<file path="config.mk">
export PLATFORM = sky130hd
export DESIGN_NAME = uart_msg_sequencer
export DESIGN_NICKNAME = d
export VERILOG_FILES = /design/src/rtl/uart_msg_sequencer.sv
export SDC_FILE = /design/constraint.sdc
export NUM_CORES = 1
export LEC_CHECK = 0
export ABC_AREA = 1
export BUFFER_PORTS_ARGS = -buffer_cell sky130_fd_sc_hd__buf_2
export CAP_MARGIN = 10
export CORE_AREA = 2 2 86 170
export CTS_CLUSTER_DIAMETER = 80
export DETAILED_ROUTE_END_ITERATION = 8
export DIE_AREA = 0 0 88 172
export GPL_TIMING_DRIVEN = 0
export PLACE_DENSITY = 0.71
export SYNTH_ARGS = -nofsm -noshare
export SYNTH_HDL_FRONTEND = slang
export SYNTH_SLANG_ARGS = --single-unit
</file>
<file path="constraint.sdc">
create_clock -name clk -period 5.7 [get_ports clk]
set_input_delay 0.285 -clock clk [delete_from_list [all_inputs] [get_ports clk]]
set_output_delay 0.285 -clock clk [all_outputs]
set_load 0.1 [all_outputs]
</file>
<file path="src/rtl/uart_msg_sequencer.sv">
// Byte sequencer: holds a small message buffer and presents it byte by byte to
// a UART transmitter over valid/ready, with optional inter-byte gap, repeat and abort.
module uart_msg_sequencer #(
  parameter int MSG_LEN    = 16,
  parameter int ADDR_W     = 4,
  parameter int GAP_CYCLES = 0
) (
  input  logic              clk,
  input  logic              rst,
  input  logic              wr_en,
  input  logic [ADDR_W-1:0] wr_addr,
  input  logic [7:0]        wr_data,
  input  logic [ADDR_W:0]   len,
  input  logic              start,
  input  logic              repeat_en,
  input  logic              abort,
  output logic [7:0]        tx_data,
  output logic              tx_valid,
  input  logic              tx_ready,
  output logic              busy,
  output logic              done,
  output logic [ADDR_W-1:0] byte_idx
);

  typedef enum logic [2:0] {
    IDLE  = 3'd0,
    FETCH = 3'd1,
    SEND  = 3'd2,
    GAP   = 3'd3,
    FIN   = 3'd4
  } state_t;

  localparam logic [ADDR_W:0] MSG_LEN_W = (ADDR_W + 1)'(MSG_LEN);
  localparam logic [15:0]     GAP_LAST  = (GAP_CYCLES > 0) ? 16'(GAP_CYCLES - 1) : 16'd0;

  logic [7:0]        mem_r [MSG_LEN];
  state_t            state_r, state_s;
  logic [ADDR_W:0]   len_r, len_s;
  logic [ADDR_W-1:0] idx_s;
  logic [7:0]        data_s;
  logic [15:0]       gap_r, gap_s;
  logic              abort_r, abort_s, abort_any_s, last_s, xfer_s;

  // Buffer write port; contents survive reset and are only writable while idle
  always_ff @(posedge clk) begin
    if (wr_en && (state_r == IDLE) && ({1'b0, wr_addr} < MSG_LEN_W)) begin
      mem_r[wr_addr] <= wr_data;
    end
  end

  // Next-state and next-value logic for the sequencer
  always_comb begin
    state_s     = state_r;
    len_s       = len_r;
    idx_s       = byte_idx;
    data_s      = tx_data;
    gap_s       = gap_r;
    abort_any_s = abort_r | abort;
    abort_s     = (state_r != IDLE) & abort_any_s;
    last_s      = (({1'b0, byte_idx} + (ADDR_W + 1)'(1)) >= len_r);
    xfer_s      = (state_r == SEND) && tx_ready;
    case (state_r)
      IDLE: begin
        if (start) begin
          len_s   = (len > MSG_LEN_W) ? MSG_LEN_W : len;
          idx_s   = {ADDR_W{1'b0}};
          state_s = (len == {(ADDR_W + 1){1'b0}}) ? FIN : FETCH;
        end else begin
          state_s = IDLE;
        end
      end
      FETCH: begin
        if (abort_any_s) begin
          state_s = FIN;
        end else begin
          data_s  = mem_r[byte_idx];
          state_s = SEND;
        end
      end
      SEND: begin
        if (!xfer_s) begin
          state_s = SEND;
        end else if (abort_any_s) begin
          state_s = FIN;
        end else if (GAP_CYCLES > 0) begin
          gap_s   = 16'd0;
          state_s = GAP;
        end else if (last_s) begin
          state_s = FIN;
        end else begin
          idx_s   = byte_idx + ADDR_W'(1);
          state_s = FETCH;
        end
      end
      GAP: begin
        if (abort_any_s) begin
          state_s = FIN;
        end else if (gap_r != GAP_LAST) begin
          gap_s = gap_r + 16'd1;
        end else if (last_s) begin
          state_s = FIN;
        end else begin
          idx_s   = byte_idx + ADDR_W'(1);
          state_s = FETCH;
        end
      end
      FIN: begin
        // A zero-length pass never loops, even with repeat_en held
        if (repeat_en && !abort_any_s && (len_r != {(ADDR_W + 1){1'b0}})) begin
          idx_s   = {ADDR_W{1'b0}};
          state_s = FETCH;
        end else begin
          state_s = IDLE;
        end
      end
      default: begin
        state_s = IDLE;
      end
    endcase
  end

  // State register and registered outputs
  always_ff @(posedge clk) begin
    if (rst) begin
      state_r  <= IDLE;
      len_r    <= {(ADDR_W + 1){1'b0}};
      gap_r    <= 16'd0;
      abort_r  <= 1'b0;
      tx_data  <= 8'h00;
      tx_valid <= 1'b0;
      busy     <= 1'b0;
      done     <= 1'b0;
      byte_idx <= {ADDR_W{1'b0}};
    end else begin
      state_r  <= state_s;
      len_r    <= len_s;
      gap_r    <= gap_s;
      abort_r  <= abort_s;
      tx_data  <= data_s;
      tx_valid <= (state_s == SEND);
      busy     <= (state_s != IDLE);
      done     <= (state_s == FIN);
      byte_idx <= idx_s;
    end
  end

endmodule

</file>
# --- Yosys cells after proc, flatten, opt, wreduce, memory -nomap -nowiden ---
# Memories as Yosys holds them, arrays and structs flattened. A register that Yosys moved wholly into a read port is not among the register bits.
# Index checks and enable logic that the tools add are counted.
# W data, S select, Z words.
totals:
  mem_bits_rw: 128
  regBits: 32
  output_inout_bits: 15
  in_bits: 24
  memories: 1
mem_list:
  columns: ["name", "depth", "word_bits", "rd", "rd_clocked_by_memory_dff", "write_ports", "line", "source"]
  rows:
  - ["mem_r", 16, 8, 1, 1, 1, "36", "logic [7:0] mem_r [MSG_LEN];"]
op_classes:
  order_cmp: 2
  reduce_logical: 16
  n_eq_ne: 12
  bitwise_logic: 3
  addsub: 3
  mux: 21
ops:
  columns: ["cell", "n"]
  rows:
  - ["$mux W4", 7]
  - ["$mux W3", 8]
  - ["$add A16 B1 Y16 const B", 1]
  - ["$pmux W4 S4", 1]
  - ["$reduce_bool A16 Y1", 1]
  - ["$pmux W3 S5", 1]
  - ["$ne A2 B2 Y1 const B", 6]
  - ["$eq A3 B2 Y1 const B", 3]
  - ["$reduce_and A7 Y1", 1]
  - ["$eq A3 B3 Y1 const B", 2]
  - ["$reduce_bool A3 Y1", 2]
  - ["$add A4 B1 Y5 const B", 1]
  - ["$ge A5 B5 Y1", 1]
  - ["$gt A5 B5 Y1 const B", 1]
  - ["$logic_not A5 Y1", 1]
  - ["$mux W5", 1]
  - ["$reduce_bool A5 Y1", 1]
  - ["$add A4 B1 Y4 const B", 1]
  - ["$logic_and A1 B1 Y1", 4]
  - ["$reduce_and A2 Y1", 2]
  - ["$reduce_bool A4 Y1", 1]
  - ["$eq A3 B1 Y1 const B", 1]
  - ["$logic_not A3 Y1", 1]
  - ["$mux W1", 3]
  - ["5 further kinds", 5]

# --- Depth between registers and ports, before layout ---
# Gate-level depths: netlist of run 1.
logic_depth:
  ltp_word: 7
  mapped_depth: 14
  mapped_depth_nobuf: 13

# --- Least setup slack after synthesis of run 1 ---
# Ideal clock, no wire load.
synth_timing:
  kind: "reg2reg"
  start: "register byte_idx[2]"
  end: "register byte_idx[2]"
  path_stages_with_launch: 13
  n_path_buf: 2
  required_time_ns: 5.636
  setup_ns: 0.064
  slack_ns: 2.928
  arrival_ns: 2.708
  path_cell_list: "dfxtp_1 -> buf_2 -> buf_1 -> nand2_1 -> nor2_1 -> ha_1 -> a21oi_1 -> nand4_1 -> nand2_1 -> nand3_1 -> nand2_1 -> inv_1 -> nor2_1"
synth_between:
  elab_chain_len: 6
  word_cells_on_any_way: 9
  classes_between: "add/sub: 2; order compare: 1; mux: 6"
synth_rtl:
  columns: ["item", "line", "source"]
  rows:
  - ["start: declaration", "22", "output logic [ADDR_W-1:0] byte_idx"]
  - ["start signal: assignment", "133", "byte_idx <= {ADDR_W{1'b0}};"]
  - ["start signal: assignment", "143", "byte_idx <= idx_s;"]
  - ["$add A4 B1 Y5", "60", "last_s = (({1'b0, byte_idx} + (ADDR_W + 1)'(1)) >= len_r);"]
  - ["$ge A5 B5 Y1", "60", null]
  - ["$mux W4 *", "88, 100", null]
  - ["$mux W4 (on tied branches)", "98, 83", null]
  - ["$mux W4 (on tied branches)", "96, 81", null]
  - ["$pmux W4 S4 *", "62", "case (state_r)"]
# Every way passes the cells marked *; elsewhere a longest branch is shown, timed or not. The select of a mux whose other input is x is not followed.
# A chain may end at the register's enable or synchronous reset.

# --- Final worst setup path of run 1 ---
layout_timing:
  start: "register byte_idx[2]"
  end: "register byte_idx[1]"
layout_between:
  elab_chain_len: 6
  word_cells_on_any_way: 8
  classes_between: "add/sub: 1; order compare: 1; mux: 6"
layout_rtl:
  columns: ["item", "line"]
  rows:
  - ["$add A4 B1 Y5 *", "60"]
  - ["$ge A5 B5 Y1 *", "60"]
  - ["$mux W4 *", null]
  - ["$mux W4 (on tied branches) (2 in a row)", null]
  - ["$pmux W4 S4 *", null]
# Marked as above.

==> run metrics, run 1 <==
placed inst area between 0.007 and 0.008 mm^2; # diodes 0; layout cells sized above 1 a little under an eighth; clk root buf clkbuf_16; Core Util, Final between 60% and 70%; slowest CP cell buf_1; post-synth top area cell edfxtp_1; Longest Clk Path Bufs 2; Crit. End Element flop; Initial Util about 54%; data arrival time of the critical path 2980 ps; ys flop type edfxtp_1; DRC viols 0; R2R depth 12; unrepaired setup endpoints after global routing false; CP startpoint kind flop; Power Dens Cells about 350 mW/mm^2; Max Clock Skew about 6 ps; Post-Syn Area 0.007428 mm^2; cells after synthesis about 770; initial antenna violation count 0; Commonest cells post-synth nor2_1, edfxtp_1, nand2_1; Final ANT Viol Nets 0; final period utilization a little under half; register bit count reported by yosys roughly 170; IO Port Bufs 37; cts hold-fix bufs 0; vias per cell between 5 and 6; critical path class reg2reg; Pre-antenna DRT Iters 5; Overall Power slightly below 0.003 W; post-layout net count between 800 and 900; relative slew slack ~48%; setup repair bufs after CTS 0; Async S/R FF share, synth 0%; vias in the first global route between 5000 and 6000; Hold Crit Depth 3; final hold vios 0; Tmin final 2637 ps; setup violators final 0; gr ovfl total 0; PostCTS Resize Cnt 0; Required @ worst endpoint between 6000 and 7000 ps; Final TNS setup 0 ps; htree depth 4; sequential share of the synthesized area between 60% and 70%; fin area 0.008463 mm^2; EDFF count, synth 128; CTS tree yes; LEAKAGE around 3.2 nW; crit path cell chain buf_2 > buf_1 > nand2_1 > nor2_1 > ha_1 > a21oi_1 > nand4_1 > nand2_1 > nand3_1 > nand2_1 > inv_1 > nor2_1; CP dominant cell by count nand2_1; Worst R2R End byte_idx[1]; num rows between 60 and 70; Vias ~5600; Synth area leaders edfxtp_1, dfxtp_1, nor2_1, nand3_1, nand2_1; global router's overall resource usage between 20% and 30%; I/O pins 39; Hold Path Class in2reg; synth warn 0; area of the core roughly 0.014 mm^2; layout overhead on the synthesized area 13.93%; CTS sink cnt 168; status finished, final reports clean; largest net degree at the start of global routing 17; RD Place Congestion 0.9282; Die Span X roughly 88 um; worst slew pin tran between 700 and 800 ps; dpl hpwl 13640 um; post-DR wirelength/cell 18.31 um; Slew Viols, Final 0; Max Fclk ~0.38 GHz; Die Ht 172 um; die area 0.01514 mm^2; Post-Route WL around 19000 um; CP peak stage delay 410 ps; Mapped Avg Cell Area ~9.6 um^2; CTS Buf Count 17; internal reg-to-reg setup slack roughly 3000 ps; Iter 0 DRT Violations around 320; global-route wire length before repair 29190 um; worst skew pair latency 420 ps; CP startpoint byte_idx[2]; Synth top area share about half; Synthesized Nets between 800 and 900; FF-to-FF Start byte_idx[2]; synth unique cells 33; Max-Cap Viols 0; Peak VDD IR approximately 0.00022 V; Crit Path Max Fanout 10; worst setup path end byte_idx[1]; Hold WS roughly 120 ps; Reg clk slew, reported paths about 70 ps; cell with the most instances after synthesis nor2_1
where the power goes:
part / switching, W / internal (W) / leakage [nW] / total, W
logic: 0.000298 / 0.000102 / 1.47 / 0.000400
registers: 0.0000129 / 0.00134 / 1.48 / 0.00135
clock network: 0.000500 / 0.000704 / 0.302 / 0.00120
total: 0.000811 / 0.00215 / 3.25 / 0.00296
area by class of cell:
cell class / count / area (um^2)
fill: 1176 / 5351
sequential: 168 / 4644
multi-input combinational: 508 / 2381
clock buffer: 18 / 429.2
inverter: 64 / 241.5
tap: 189 / 236.5
timing repair buffer: 37 / 185.2
clock inverter: 14 / 183.9
buffer: 33 / 161.4
registers in the layout (all words and copies together), names as in the netlist:
name / flops
tx_data: 8
tx_valid: 1
busy: 1
len_r: 5
done: 1
state_r: 3
gap_r: 16
abort_r: 1
mem_r: 128
byte_idx: 4
critical path: cells and delay by family, from the launching register on:
family	cells	cell delay [ps]
simple gates	7	950
buf+inv	3	730
flops	1	400
fa+ha+maj	1	250
compound gates	1	230
worst min path at each step:
stage,from,endpoint,slack (ps)
6_report,len[3],len_r[3],120
4_1_cts,len[3],len_r[3],110
3_5_place_dp,len_r[3],len_r[3],460
5_1_grt,len[3],len_r[3],130
3_3_place_gp,len_r[3],len_r[3],460
2_1_floorplan,wr_data[0],mem_r[0][0],380
layout by cell type (no fill, tap or decap), types with 10 or more instances in the layout:
cell / Yosys / routed
clkbuf_16: 0 / 17
clkbuf_1: 14 / 15
edfxtp_1: 128 / 128
inv_1: 58 / 58
dfxtp_1: 40 / 40
o21ai_0: 63 / 63
nor3_1: 11 / 11
nand2_1: 102 / 102
a21oi_1: 19 / 19
nand3_1: 77 / 77
buf_2: 12 / 49
xor2_1: 10 / 10
nor2_1: 177 / 177
through the flow:
step	setup WS (ps)	std cells
floorplan	2928	773
global placement	3242	999
detailed placement	3158	999
CTS	3137	1031
global route	2824	1031
finish	3064	1031
routing by layer:
metal | up-vias | GRT usage [%] | wire length (um)
met5 | - | 0 | 0
li1 | 2719 | - | -
met2 | 234 | 49.97 | 10330
met4 | 0 | 15.72 | 1235
met3 | 74 | 3.723 | 937
met1 | 2620 | 26.08 | 6366
cells by family after synthesis:
group                    share of synthesized area [%]
AO/OA/AOI/OAI                                    7.748
XOR/XNOR                                         1.297
adder cells (fa/ha/maj)                          1.348
buffers and inverters                            5.424
flip-flops                                       62.52
AND/OR/NAND/NOR                                  21.66
No activity file was read; power rests on OpenSTA's default activity.
==> run 2: changes to the inputs <==
- PLACE_DENSITY: 0.71 -> 0.74
- clock period: 5.7 -> 2.2 ns (I/O delays scaled with it)
==> run metrics, run 2 (same netlist as run 1, synthesis figures left out) <==
Hold Path Class in2reg; Crit Path Max Fanout 8 (-2); Fillers 1089 (-7.4%); status finished, final reports clean; # diodes 0 (unchanged); unrepaired setup endpoints after global routing true; Final TNS setup 0 ps (unchanged); dpl hpwl 13610 um (-0.25%); clk root buf clkbuf_16; I/O pins 39 (unchanged); vias in the first global route 5606 (-2.6%); RD Place Congestion 0.9937 (+7.1%); Peak VDD IR 0.0005549 V (+150%); DRC viols 0 (unchanged); Longest Clk Path Bufs 2 (unchanged); post-DR wirelength/cell 18.18 um (-0.71%); layout cells sized above 1 14.25% (+3.0 points); Vias 5747 (+1.8%); Multi-input gate area 0.002425 mm^2 (+1.8%); Max Fclk 0.4605 GHz (+21%); area of the core 0.01381 mm^2 (unchanged); post-layout net count 875 (+1.6%); layout overhead on the synthesized area 16.39%; CTS sink cnt 168 (unchanged); Required @ worst endpoint 2260 ps (-3790 ps); critical path class reg2reg; num rows 61 (unchanged); Iter 0 DRT Violations 392 (+21%); Final ANT Viol Nets 0 (unchanged); initial antenna violation count 0 (unchanged); Overall Power 0.007506 W (+150%); Die Ht 172 um (unchanged); Crit. End Element flop; global-route wire length before repair 28740 um (-1.6%); Initial Util 53.77% (unchanged); largest net degree at the start of global routing 20 (+3); final period utilization 98.70% (+52 points); commonest non-fill, non-tap cells in the layout nor2_1, edfxtp_1, nand2_1; CTS tree yes; die area 0.01514 mm^2 (unchanged); Largest Register mem_r; LEAKAGE 3.314 nW (+2.0%); Core Util, Final 62.58% (+1.3 points); htree depth 4 (unchanged); data arrival time of the critical path 2230 ps (-750 ps); Die Span X 88 um (unchanged); Reg area 0.004657 mm^2 (+0.27%); Post-Route WL 18990 um (+0.64%); Largest regs mem_r (128), gap_r (16), tx_data (8); worst skew pair latency 430 ps (about the same); CP startpoint kind flop; Cells after DPL 999 (unchanged); Reg clk slew, reported paths 70 ps (about the same); Max-Cap Viols 0 (unchanged); number of flip-flops under the largest register name 128 (unchanged); CTS Buf Count 17 (unchanged); Hold WS 29.72 ps (-85.70 ps); IO Port Bufs 37 (unchanged); leading cell type in the layout, fill and taps excluded nor2_1; Slew Viols, Final 0 (unchanged); Pre-antenna DRT Iters 5 (unchanged); worst slew pin tran 756.7 ps (-21.11 ps); gr ovfl total 0 (unchanged); vias per cell 5.500 (+0.41%); Power Dens Cells 868.1 mW/mm^2 (+150%); final hold vios 0 (unchanged); global router's overall resource usage 26.09% (-0.29 points); setup violators final 0 (unchanged); non-filler instance count after layout 1045 (+1.4%); Tmin final 2171 ps (-465.1 ps); relative slew slack 49.37% (+1.4 points); Max Clock Skew 11.97 ps (+5.985 ps)
==> run 2: cell types whose count changed in the layout (fill, tap and decap cells not counted), moves of 4 or more <==
cell	before	now
dlygate4sd3_1	0	7
nor2_2	3	7
dfxtp_1	40	36
buf_4	4	14
clkinv_4	0	5
nor2_1	177	173
inv_6	6	2
==> run 2: worst paths after layout <==
check	from	to	slack [ps]	depth (start not counted)
setup / recovery	state_r[1]	mem_r[7][4]	30	4
hold / removal	abort	abort_r	30	3
setup reg to reg	state_r[1]	mem_r[7][4]	30	4
hold reg to reg	gap_r[13]	gap_r[13]	490	2
==> run 2: per-layer routing <==
metal | track usage (%) | vias up | part of all wire [%]
li1 | - | 2744 | -
met1 | 24.93 | 2713 | 34
met2 | 48.22 | 221 | 55
met3 | 4.439 | 69 | 4.4
met4 | 18.73 | 0 | 6.5
met5 | 0 | - | 0
==> run 2: area by class of cell <==
cell class | instances | area share, %
Buffer | 30 | 1.983
Clock buffer | 17 | 4.920
Clock inverter | 15 | 1.838
Inverter | 64 | 2.793
Multi-Input combinational cell | 508 | 28.05
Sequential cell | 168 | 53.86
Tap cell | 189 | 2.735
Timing Repair Buffer | 54 | 3.821
==> run 2: repair_timing <==
item / 4_1_cts / 5_1_grt
setup endpoints to repair: 9 / 81
resized for setup: 5 / 15
hold endpoints to repair: 4 / 0
hold buffers: 7 / 0
pin swaps: 1 / 2
gates cloned: 0 / 0
setup buffers: 0 / 10
==> run 2: critical path, cell delays in order, from the launching register on <==
cell,delay [ps]
dfxtp_1,350
nor2_1,180
and3_1,330
nand3_1,280
nor2_1,660
==> run 2: stage by stage <==
stage | setup slack (ps) | area (um^2)
after floorplan | 3.261 | 7447
after detailed placement | -238.3 | 7869
after CTS | 3.997 | 8529
final | 28.56 | 8646
after global routing | -54.04 | 8646
after global placement | -209.6 | 7869
==> run 2: power breakdown <==
| part | switching, W | leakage [nW] | internal (W) | total [W] |
|---|---|---|---|---|
| clock | 0.00139 | 0.286 | 0.00151 | 0.00290 |
| combinational | 0.000785 | 1.55 | 0.000312 | 0.00110 |
| sequential | 0.0000368 | 1.48 | 0.00347 | 0.00351 |
| total | 0.00221 | 3.31 | 0.00530 | 0.00751 |
==> run 3: changes to the inputs <==
- ABC_AREA: 1 -> default
- CORE_AREA: 2 2 86 170 -> 2 2 83 165
- DIE_AREA: 0 0 88 172 -> 0 0 85 167
- SKIP_LAST_GASP: default -> 1
==> run metrics, run 3 <==
switching share of power 23.34% (-6.1 points); initial antenna violation count 0 (unchanged); Tmin final 2353 ps (+181.9 ps); final period utilization 107.0% (+8.3 points); worst setup margin -153.3 ps (-181.9 ps); CTS Buf Count 17 (unchanged); sequential power share 52.9% (+6.2 points); final hold vios 0 (unchanged); LEAKAGE 2.804 nW (-15%); post-layout net count 557 (-36%); Peak VDD IR 0.0007125 V (+28%); violated checks negative setup slack; CTS sink cnt 168 (unchanged); Final ANT Viol Nets 0 (unchanged); largest net degree at the start of global routing 18 (-10%); register bit count reported by yosys 168 (unchanged); Required @ worst endpoint 2500 ps (+240 ps); status finished, violations left; Post-Syn Area 0.006889 mm^2 (-7.3%); CP dominant cell by count o21ai_1; CP peak stage delay 400 ps (-260 ps); Hold Path Class in2reg; Synthesized Nets 483 (-40%); global router's overall resource usage 22.22% (-3.9 points); Largest Register mem_r; htree depth 4 (unchanged); area of the core 0.01292 mm^2 (-6.5%); Synth area leaders edfxtp_1, dfxtp_1, mux4_2, nor2_1, a21oi_1; clk root buf clkbuf_16; leading cell type in the layout, fill and taps excluded edfxtp_1; CP startpoint kind flop; RD Place Congestion 0.8220 (-17%); Largest regs mem_r (128), gap_r (16), tx_data (8); commonest non-fill, non-tap cells in the layout edfxtp_1, buf_2, dfxtp_1; dpl ws -917.8 ps (-679.5 ps); num rows 59 (-3.3%); Logic pwr share 5.1% (-9.5 points); global-route wire length before repair 23510 um (-18%); Multi-input gate area 0.002296 mm^2 (-5.3%); worst slew pin tran 758.3 ps (+1.653 ps); cells after synthesis 451 (-42%); Fillers 902 (-17%); Slew Viols, Final 0 (unchanged); Crit Path Max Fanout 5 (-3); synth unique cells 48 (+45%); die area 0.01420 mm^2 (-6.2%); Pre-antenna DRT Iters 4 (-1); Synth top area share 55.79% (+4.1 points); relative slew slack 49.45% (+0.076 points); setup violators final 7 (+7); slowest CP cell a2111o_1; cell with the most instances after synthesis edfxtp_1; Clk pwr share 42.0% (+3.3 points); Max Clock Skew 13.88 ps (+1.909 ps); Initial Util 53.33% (-0.45 points); Hold WS 79.35 ps (+49.62 ps); Max Fclk 0.4249 GHz (-7.7%); sequential share of the synthesized area 67.42% (+4.9 points); data arrival time of the critical path 2650 ps (+420 ps); Commonest cells post-synth edfxtp_1, dfxtp_1, nor2_1; gr ovfl total 0 (unchanged); Pint 0.005028 W (-5.1%); Buf/Inv on CP 2 (+2); Power Dens Cells 791.7 mW/mm^2 (-8.8%); P_sw 0.001531 W (-31%); Longest Clk Path Bufs 2 (unchanged); unrepaired setup endpoints after global routing true; # diodes 0 (unchanged); Crit. End Element flop; I/O pins 39 (unchanged); vias in the first global route 4340 (-23%); Post-Route WL 15200 um (-20%); Max-Cap Viols 0 (unchanged); Die Ht 167 um (-2.9%); critical path class reg2reg; number of flip-flops under the largest register name 128 (unchanged); Async S/R FF share, synth 0% (unchanged); Iter 0 DRT Violations 287 (-27%); worst skew pair latency 420 ps (about the same); Vias 4143 (-28%); layout overhead on the synthesized area 20.25%; crit path cell chain buf_12 > buf_16 > nand3_4 > xnor2_4 > ha_4 > or2_4 > a2111o_1 > nand2_2 > a311oi_1 > o21ai_1 > o21ai_1; layout cells sized above 1 31.97% (+18 points); EDFF count, synth 128 (unchanged); Reg area 0.004659 mm^2 (about the same); synth warn 0 (unchanged); Die Span X 85 um (-3.4%); ys flop type edfxtp_1; Reg clk slew, reported paths 60 ps (about the same); post-synth top area cell edfxtp_1; dpl hpwl 10830 um (-20%); CTS tree yes; Top delay family on crit path compound AO/OA/AOI/OAI gates; post-DR wirelength/cell 22.02 um (+21%); IO Port Bufs 38 (+2.7%); Mapped Avg Cell Area 15.28 um^2 (+59%); DRC viols 0 (unchanged); vias per cell 6.004 (+9.2%)
run 3: cell types whose count changed after synthesis, sizes merged, moves of 8 or more:
cell   delta
nor2    -143
nand2    -86
nand3    -71
o21ai    -59
inv      -49
mux4     +32
nor2b    +10
buf       -9
mux2i     +9
a22o      +8
run 3: cell families after synthesis:
logic type | synth area share [%]
buffers and inverters | 2.052
and+or+nand+nor | 10.12
adders and majority gates | 1.453
AOI/OAI and AO/OA | 5.540
xor gates and xnor gates | 1.653
DFF | 67.42
muxes | 11.77
run 3: cell type report:
class                           count  share of cell area (%)
Inverter                           12                  0.5437
Tap cell                          152                   2.296
Sequential cell                   168                   56.25
Clock buffer                       17                   5.135
Multi-Input combinational cell    252                   27.71
Clock inverter                     15                   1.586
Buffer                             14                   1.843
Timing Repair Buffer               60                   4.637
run 3: power by group through the flow:
| stage | clock network (W) | logic [W] | registers (W) |
|---|---|---|---|
| CTS | 0.00279 | 0.000313 | 0.00347 |
| detailed placement | 0 | 0.000293 | 0.00354 |
| global route | 0.00291 | 0.000357 | 0.00347 |
| floorplan | 0 | 0.000117 | 0.00360 |
| global placement | 0 | 0.000283 | 0.00353 |
| finish | 0.00276 | 0.000333 | 0.00347 |
run 3: per-layer routing:
layer / part of all wire (%) / track usage, %
met5: 0 / 0
met4: 3.3 / 10.84
met3: 3.4 / 4.063
met2: 59 / 41.34
met1: 34 / 23.24
run 3: what timing repair did:
item,4_1_cts,5_1_grt
pin swaps,5,15
resized for setup,35,20
setup endpoints to repair,140,113
buffers inserted,8,12
endpoints found under the hold margin,1,0
hold buffers,2,0
gates cloned,0,0
run 3: path summary, 6_finish.rpt:
check | start | end | slack, ps | depth (start not counted)
hold reg to reg | tx_data[6] | tx_data[6] | 490 | 1
hold / removal | abort | abort_r | 80 | 3
setup reg to reg | byte_idx[0] | byte_idx[2] | -150 | 11
setup / recovery | byte_idx[0] | byte_idx[2] | -150 | 11
run 3: per-stage QoR:
stage	total power [W]	instance area, um^2	setup TNS, ps	util (%)	cells
finish	0.006558	8284	-899.7	64.13	690
global placement	0.003816	7371	-70370	57.06	641
CTS	0.006575	8122	-1474	62.87	679
floorplan	0.003713	6990	-2750	-	451
detailed placement	0.003830	7371	-78090	57.06	641
global route	0.006734	8284	-1575	64.13	690
run 3: worst reg2reg max path: cells and delay by family (launching register included):
family	cells	cell delay, ps
buffers and inverters	2	220
AO/OA/AOI/OAI	4	790
adder cells (fa/ha/maj)	1	230
AND/OR/NAND/NOR	3	400
flip-flops	1	380
XOR/XNOR	1	230
